[config.mk]
export PLATFORM = sky130hd
export DESIGN_NAME = mixer_n
export DESIGN_NICKNAME = d
export VERILOG_FILES = /design/src/rtl/mixer_n.sv
export SDC_FILE = /design/constraint.sdc
export NUM_CORES = 1
export LEC_CHECK = 0
export BUFFER_PORTS_ARGS = -buffer_cell sky130_fd_sc_hd__buf_2
export CORE_ASPECT_RATIO = 0.5
export CORE_MARGIN = 2
export CORE_UTILIZATION = 60
export DETAILED_ROUTE_END_ITERATION = 12
export PLACE_DENSITY = 0.81
export SLEW_MARGIN = 20
export SYNTH_ARGS = -nofsm -noshare
export SYNTH_HDL_FRONTEND = slang
export SYNTH_SLANG_ARGS = --single-unit
[constraint.sdc]
create_clock -name clk -period 10.53 [get_ports clk]
set_clock_uncertainty 0.1 [all_clocks]
set_input_delay 1.053 -clock clk [delete_from_list [all_inputs] [get_ports clk]]
set_output_delay 1.053 -clock clk [all_outputs]
set_load 0.01 [all_outputs]
[src/rtl/mixer_n.sv]
// N-channel time-multiplexed audio mixer: snapshots all voices on a sample_clock
// rise, accumulates vol-scaled samples through one multiplier, emits a saturated mix.
module mixer_n #(
   parameter int BITDEPTH = 14,
   parameter int CHANNELS = 4,
   parameter int VOLBITS  = 8
) (
   input  logic                         clk,
   input  logic                         rst,
   input  logic                         sample_clock,
   input  logic [CHANNELS*BITDEPTH-1:0] in,
   input  logic [CHANNELS*VOLBITS-1:0]  vol,
   input  logic [CHANNELS-1:0]          mute,
   output logic [BITDEPTH-1:0]          mix,
   output logic                         mix_valid,
   output logic                         clip,
   output logic                         busy
);

   localparam int A  = BITDEPTH + VOLBITS + $clog2(CHANNELS) + 1;
   localparam int IW = (CHANNELS > 1) ? $clog2(CHANNELS) : 1;
   localparam logic signed [A-1:0] SAT_HI = A'((2 ** (BITDEPTH - 1)) - 1);
   localparam logic signed [A-1:0] SAT_LO = ~SAT_HI;

   typedef enum logic [1:0] {S_IDLE, S_ACC, S_OUT} state_t;

   state_t                        state_q, state_d;
   logic                          sc_q, sc_d;
   logic [CHANNELS*BITDEPTH-1:0]  in_q, in_d;
   logic [CHANNELS*VOLBITS-1:0]   vol_q, vol_d;
   logic [CHANNELS-1:0]           mute_q, mute_d;
   logic signed [A-1:0]           acc_q, acc_d;
   logic [IW-1:0]                 idx_q, idx_d;
   logic [BITDEPTH-1:0]           mix_q, mix_d;
   logic                          clip_q, clip_d;
   logic                          mix_valid_q, mix_valid_d;

   logic                          start;
   logic [BITDEPTH-1:0]           s_raw;
   logic signed [BITDEPTH-1:0]    s_sel;
   logic signed [A-1:0]           s_ext, v_ext, prod, r, r_sat;

   always_comb begin
      state_d     = state_q;
      sc_d        = sample_clock;
      in_d        = in_q;
      vol_d       = vol_q;
      mute_d      = mute_q;
      acc_d       = acc_q;
      idx_d       = idx_q;
      mix_d       = mix_q;
      clip_d      = clip_q;
      mix_valid_d = 1'b0;

      // offset-binary to two's complement is just an MSB flip
      s_raw = in_q[idx_q*BITDEPTH +: BITDEPTH];
      s_sel = {~s_raw[BITDEPTH-1], s_raw[BITDEPTH-2:0]};
      s_ext = A'(s_sel);
      v_ext = A'({1'b0, vol_q[idx_q*VOLBITS +: VOLBITS]});
      prod  = mute_q[idx_q] ? '0 : s_ext * v_ext;

      r = acc_q >>> VOLBITS;
      if (r > SAT_HI)      r_sat = SAT_HI;
      else if (r < SAT_LO) r_sat = SAT_LO;
      else                 r_sat = r;

      start = sample_clock & ~sc_q & (state_q == S_IDLE);

      case (state_q)
         S_IDLE: if (start) begin
            in_d    = in;
            vol_d   = vol;
            mute_d  = mute;
            acc_d   = '0;
            idx_d   = '0;
            state_d = S_ACC;
         end
         S_ACC: begin
            acc_d = acc_q + prod;
            idx_d = idx_q + IW'(1);
            if (idx_q == IW'(CHANNELS - 1)) state_d = S_OUT;
         end
         S_OUT: begin
            mix_d       = {~r_sat[BITDEPTH-1], r_sat[BITDEPTH-2:0]};
            clip_d      = (r_sat != r);
            mix_valid_d = 1'b1;
            state_d     = S_IDLE;
         end
         default: state_d = S_IDLE;
      endcase
   end

   always_ff @(posedge clk) begin
      if (rst) begin
         state_q     <= S_IDLE;
         sc_q        <= 1'b0;
         in_q        <= '0;
         vol_q       <= '0;
         mute_q      <= '0;
         acc_q       <= '0;
         idx_q       <= '0;
         mix_q       <= {1'b1, {(BITDEPTH-1){1'b0}}};
         clip_q      <= 1'b0;
         mix_valid_q <= 1'b0;
      end else begin
         state_q     <= state_d;
         sc_q        <= sc_d;
         in_q        <= in_d;
         vol_q       <= vol_d;
         mute_q      <= mute_d;
         acc_q       <= acc_d;
         idx_q       <= idx_d;
         mix_q       <= mix_d;
         clip_q      <= clip_d;
         mix_valid_q <= mix_valid_d;
      end
   end

   assign mix       = mix_q;
   assign clip      = clip_q;
   assign mix_valid = mix_valid_q;
   assign busy      = (state_q != S_IDLE);

endmodule

==> out/results.ini, run 1 <==
[outcome]
status=finished clean

[power]
p_comb_share_pct=32.2
internal_power_mw=1.135
leakage_nw=5.533
p_per_area_nw_per_um2=148.0
p_seq_share_pct=33.4
total_power_mw=1.777
p_clk_share_pct=34.4
swShare_pct=36.10
irDropWorstVdd_mv=0.1147
power.switching_uw=641.4

[synth]
yosys_warnings=0
synth-seq-cells=138
synthTopCellsByArea=dfxtp_1 26%, fa_1 17%, nand2_1 9.4%
yosys_most_used_dff=dfxtp_1
synth_cell_types=61
synth-async-reset-ratio_pct=0
synth.top_cell.area_share_pct=25.66
netlist_instances=1293
post-synth-top-area-cell=dfxtp_1
synth-seq-area-share_pct=25.66
syn_area_um2=10770
synthTopCellsByCount=271 x nand2_1, 147 x inv_1, 138 x a21oi_1, 138 x dfxtp_1, 91 x fa_1
synth_most_common_cell=nand2_1
synth_fp_nets=1549
postSynthAreaPerCell_um2=8.327
synth_enable_flop_cells=0

[placed_design]
place_area_um2=11410
numPortBuffers=111
dp_hpwl_um=19650
place_congestion=0.9114

[global_routing]
grt-ovfl-total=0
antenna_found_initial=1
grt_max_degree=108
grt_pass1_vias=9005
grt_pass1_wl_um=43910
grt_usage_pct=28.67

[final_layout]
drive_above_1_share_pct=13.96
utilization_pct=68.66
syn_to_final_growth_pct=11.51
design_area_um2=12010
num_antenna_cells=0
fill_cells=1394
nets=1618

[routing]
wl_per_cell_um=16.21
drt_iter0_drc=474
vias=9017
routed_wl_um=26090
firstDrtPassIters=5
vias_per_cell=5.604
antenna_left=0
drc_errors=0

[cts]
cts_inserted_buffers=17
postCtsHoldBufs=0
tritoncts=yes
cts_sinks=138
cts_buffer_depth=2
h-tree-depth=4
insertion_delay_ns=0.43
clk_pin_slew_ns=0.07
cts-root-buf=clkbuf_16
cts_setup_buffers=0
cts_resized=0

[worst_setup_path]
worst-path-max-fanout=26
startpoint_type=flip-flop
rrSetupSlack_ns=2.31
worstPathArrival_ns=8.43
r2r_cells=27
r2r-start=idx_q[0]
crit_type=reg -> reg
required_ns=10.74
end_kind=flip-flop
r2r-end=acc_q[23]

[timing]
setup-violations-final=0
maxSlewHeadroom_pct=29.27
min_period_ns=8.221
worst_pin_slew_ns=1.061
fmax_ghz=0.1216
finalMaxSlewViolations=0
finalHoldViolCount=0
fin_tns_setup_ns=0
fin_crit_sh_pct=78.07
rsz0062_at_grt=false

[floorplanning]
num_io_pins=112
fp-row-count=34
die_h_um=98.72
dieArea_um2=19100
core_um2=17480
initial_core_util_pct=61.58
dieWidth_um=193.4

[worst_hold_path]
worstHoldPathCells=2
min-delay-start=in_q[15]
whs_endpoint=in_q[15]
hold_class=reg -> reg

[job]
drv_cap=0

[power groups by stage]
stage	combinational (mW)	sequential (mW)	clock, mW
2_1_floorplan	0.462	0.580	0
3_3_place_gp	0.541	0.601	0
3_5_place_dp	0.568	0.603	0
4_1_cts	0.573	0.592	0.615
5_1_grt	0.646	0.597	0.637
6_report	0.572	0.593	0.611
[sequential cells by signal, summed over array words and instances, names as in the netlist]
name / count
vol_q: 32
state_q: 2
sc_q: 1
idx_q: 2
in_q: 56
mix: 14
acc_q: 25
clip: 1
mix_valid: 1
mute_q: 4
[worst max path at each step]
| stage | from | end | slack (ns) | cells past startpoint |
|---|---|---|---|---|
| after CTS | idx_q[0] | acc_q[23] | 2.21 | 27 |
| after floorplan | idx_q[0] | acc_q[23] | 2.82 | 29 |
| after global placement | idx_q[0] | acc_q[23] | 2.48 | 27 |
| final | idx_q[0] | acc_q[23] | 2.31 | 27 |
| after global routing | idx_q[0] | acc_q[23] | 1.83 | 27 |
| after detailed placement | idx_q[0] | acc_q[23] | 2.26 | 27 |
[cell type report]
type / count / area, um2 / share of cell area [%]
repair buffers: 116 / 595.6 / 4.961
clock inverters: 14 / 152.6 / 1.271
well taps: 234 / 292.8 / 2.439
flip-flops and latches: 138 / 2765 / 23.03
multi-input cells: 942 / 7208 / 60.04
inverters: 147 / 551.8 / 4.596
clock buffers: 18 / 439.2 / 3.658
[metal layers]
layer	vias up	part of all wire [%]	GRT usage, %
li1	4347	-	-
met1	4343	48	40.59
met2	282	44	44.86
met3	43	6.2	5.921
met4	2	1.7	8.456
met5	-	0.038	0
[placed cells by master (no fill, tap or decap), types with 22 or more instances in the layout]
| cell | n |
|---|---|
| nand2_1 | 271 |
| inv_1 | 147 |
| a21oi_1 | 138 |
| dfxtp_1 | 136 |
| buf_2 | 110 |
| fa_1 | 91 |
| ha_1 | 70 |
| and2_1 | 55 |
| nor2_1 | 51 |
| mux4_2 | 23 |
| o21ai_0 | 23 |
| nand2b_1 | 22 |
| xnor2_1 | 22 |
[worst max-delay path, cell delays in order, from the launching register on]
cell	delay [ns]
dfxtp_2	0.89
mux4_2	0.75
and2_1	0.22
fa_1	0.44
fa_1	0.56
inv_1	0.06
fa_1	0.48
fa_1	0.56
inv_1	0.04
ha_1	0.31
o21a_1	0.18
o31a_1	0.12
o311a_2	0.38
or3_1	0.36
a21o_1	0.19
a21oi_1	0.17
xor2_1	0.16
nor2_1	0.06
ha_1	0.36
a21o_1	0.21
a21o_1	0.17
a21o_1	0.18
a211oi_1	0.22
nor2_1	0.09
a211oi_1	0.28
mux2i_1	0.27
xor2_1	0.16
o21ai_1	0.07
[through the flow]
stage	instances	setup slack [ns]	hold slack [ns]
after floorplan	1293	2.820	0.3331
after global routing	1609	1.833	0.3746
final	1609	2.309	0.3544
after detailed placement	1577	2.260	0.3470
after global placement	1577	2.484	0.3409
after CTS	1609	2.207	0.3561
[cell families after synthesis]
family | after synthesis | share of synthesized area (%)
buffers and inverters | 213 | 7.507
flip-flops | 138 | 25.66
AO/OA/AOI/OAI | 240 | 13.60
adder cells (fa/ha/maj) | 161 | 25.06
AND/OR/NAND/NOR | 479 | 20.19
XOR/XNOR | 38 | 3.091
multiplexers | 24 | 4.904
No activity file was read; power rests on OpenSTA's default activity.
==> inputs of run 2 (changes only) <==
clock period = 8.44 ns   (was 10.53 ns; I/O delays follow)
==> run 2 against run 1 <==
Critical path depth rose by 2. Maximum frequency rose by 2.8%. Final area barely moved. Wire length fell by 0.25%. Clock-buffer cell count did not move. Via count rose by 1.5%. Worst setup slack got worse by 1.9 ns. Non-clock buffer count rose by 3. Sequential power rose by 24%. Cell count rose by 0.19%. First-iteration DRC count rose by 27%. Critical path type unchanged. Highest routed layer is now met4.
==> out/results.ini, run 2 (synthesized netlist as in run 1, its figures left out) <==
[final_layout]
syn_to_final_growth_pct=11.40
largest_reg_flops=56
mostFrequentLayoutCell=nand2_1
drive_above_1_share_pct=14.01
top_register=in_q
reg_top3=in_q (56), vol_q (32), acc_q (25)
num_antenna_cells=0
nets=1621
layout_common_cells=271 x nand2_1, 147 x inv_1, 138 x a21oi_1, 137 x dfxtp_1, 110 x buf_2
fill_cells=1371

[global_routing]
antenna_found_initial=0
grt_pass1_wl_um=44070
grt-ovfl-total=0
grt_pass1_vias=8898
grt_usage_pct=28.56
grt_max_degree=108

[power]
leakage_nw=5.528
irDropWorstVdd_mv=0.1427
p_per_area_nw_per_um2=180.8
total_power_mw=2.169

[job]
drv_cap=0

[floorplanning]
initial_core_util_pct=61.58
fp-row-count=34
num_io_pins=112
die_h_um=98.72
dieArea_um2=19100
dieWidth_um=193.4
core_um2=17480

[routing]
antenna_left=0
routed_wl_um=26030
wl_per_cell_um=16.14
drt_iter0_drc=603
drc_errors=0
vias=9149
firstDrtPassIters=5
vias_per_cell=5.676

[cts]
clk_pin_slew_ns=0.07
postCtsHoldBufs=0
cts_resized=0
insertion_delay_ns=0.44
cts_buffer_depth=2
cts_sinks=138
cts_inserted_buffers=17
cts-root-buf=clkbuf_16
h-tree-depth=4
cts_setup_buffers=0
tritoncts=yes

[worst_setup_path]
crit_type=reg -> reg
startpoint_type=flip-flop
worstPathArrival_ns=8.21
cpMaxStageDelayCell=mux4_2
end_kind=flip-flop
worst-path-max-fanout=11
slowest_delay_ns=0.63
required_ns=8.65

[timing]
finalMaxSlewViolations=0
worst_pin_slew_ns=1.081
maxSlewHeadroom_pct=27.93
fin_crit_sh_pct=94.78
finalHoldViolCount=0
min_period_ns=7.999
setup-violations-final=0
rsz0062_at_grt=false
fmax_ghz=0.1250
fin_tns_setup_ns=0

[placed_design]
dp_hpwl_um=19560
place_congestion=0.9576
numPortBuffers=111

[worst_hold_path]
hold_class=reg -> reg

[outcome]
status=finished clean

run 2: worst paths after layout:
kind                 start         to  slack [ns]  depth (start not counted)
hold reg to reg   in_q[10]   in_q[10]        0.36                          2
setup / recovery  idx_q[0]  acc_q[23]        0.44                         29
hold / removal    in_q[10]   in_q[10]        0.36                          2
setup reg to reg  idx_q[0]  acc_q[23]        0.44                         29
run 2: metrics by stage:
step                      cells  instance area (um2)  hold WS, ns  utilization, %  worst slack (ns)
after CTS                  1612                11990       0.3559           68.60            0.4449
after global routing       1612                11990       0.3789           68.60           0.02396
after floorplan            1293                10770       0.3331               -            0.7300
after global placement     1580                11430       0.3397           65.37            0.6396
after detailed placement   1580                11430       0.3466           65.40            0.4664
final                      1612                11990       0.3552           68.60            0.4410
run 2: layer usage:
layer / wire [um] / vias up / global-route usage, %
met4: 479 / 0 / 7.634
li1: - / 4363 / -
met2: 11440 / 342 / 44.20
met5: 0 / - / 0
met1: 12190 / 4395 / 40.83
met3: 1908 / 49 / 6.366
run 2: critical path, delay by kind of cell (launching register included):
| kind | cells | cell delay [ns] |
|---|---|---|
| xor+xnor | 2 | 0.34 |
| compound gates | 11 | 2.17 |
| flops | 1 | 0.54 |
| simple gates | 4 | 0.65 |
| buf+inv | 4 | 0.44 |
| mux | 2 | 0.90 |
| fa+ha+maj | 6 | 2.72 |
run 2: layout make-up:
class,instances,area [um2],area share (%)
clock buffers,18,429.2,3.578
multi-input cells,942,7208,60.10
well taps,234,292.8,2.441
flip-flops and latches,138,2764,23.04
inverters,147,551.8,4.600
clock inverters,14,130.1,1.085
repair buffers,119,618.1,5.153
run 2: report_power, final:
part / leakage [nW] / internal [mW] / total, mW / switching [mW]
Sequential: 1.13 / 0.693 / 0.737 / 0.0434
Combinational: 4.14 / 0.298 / 0.720 / 0.422
Clock: 0.261 / 0.387 / 0.712 / 0.326
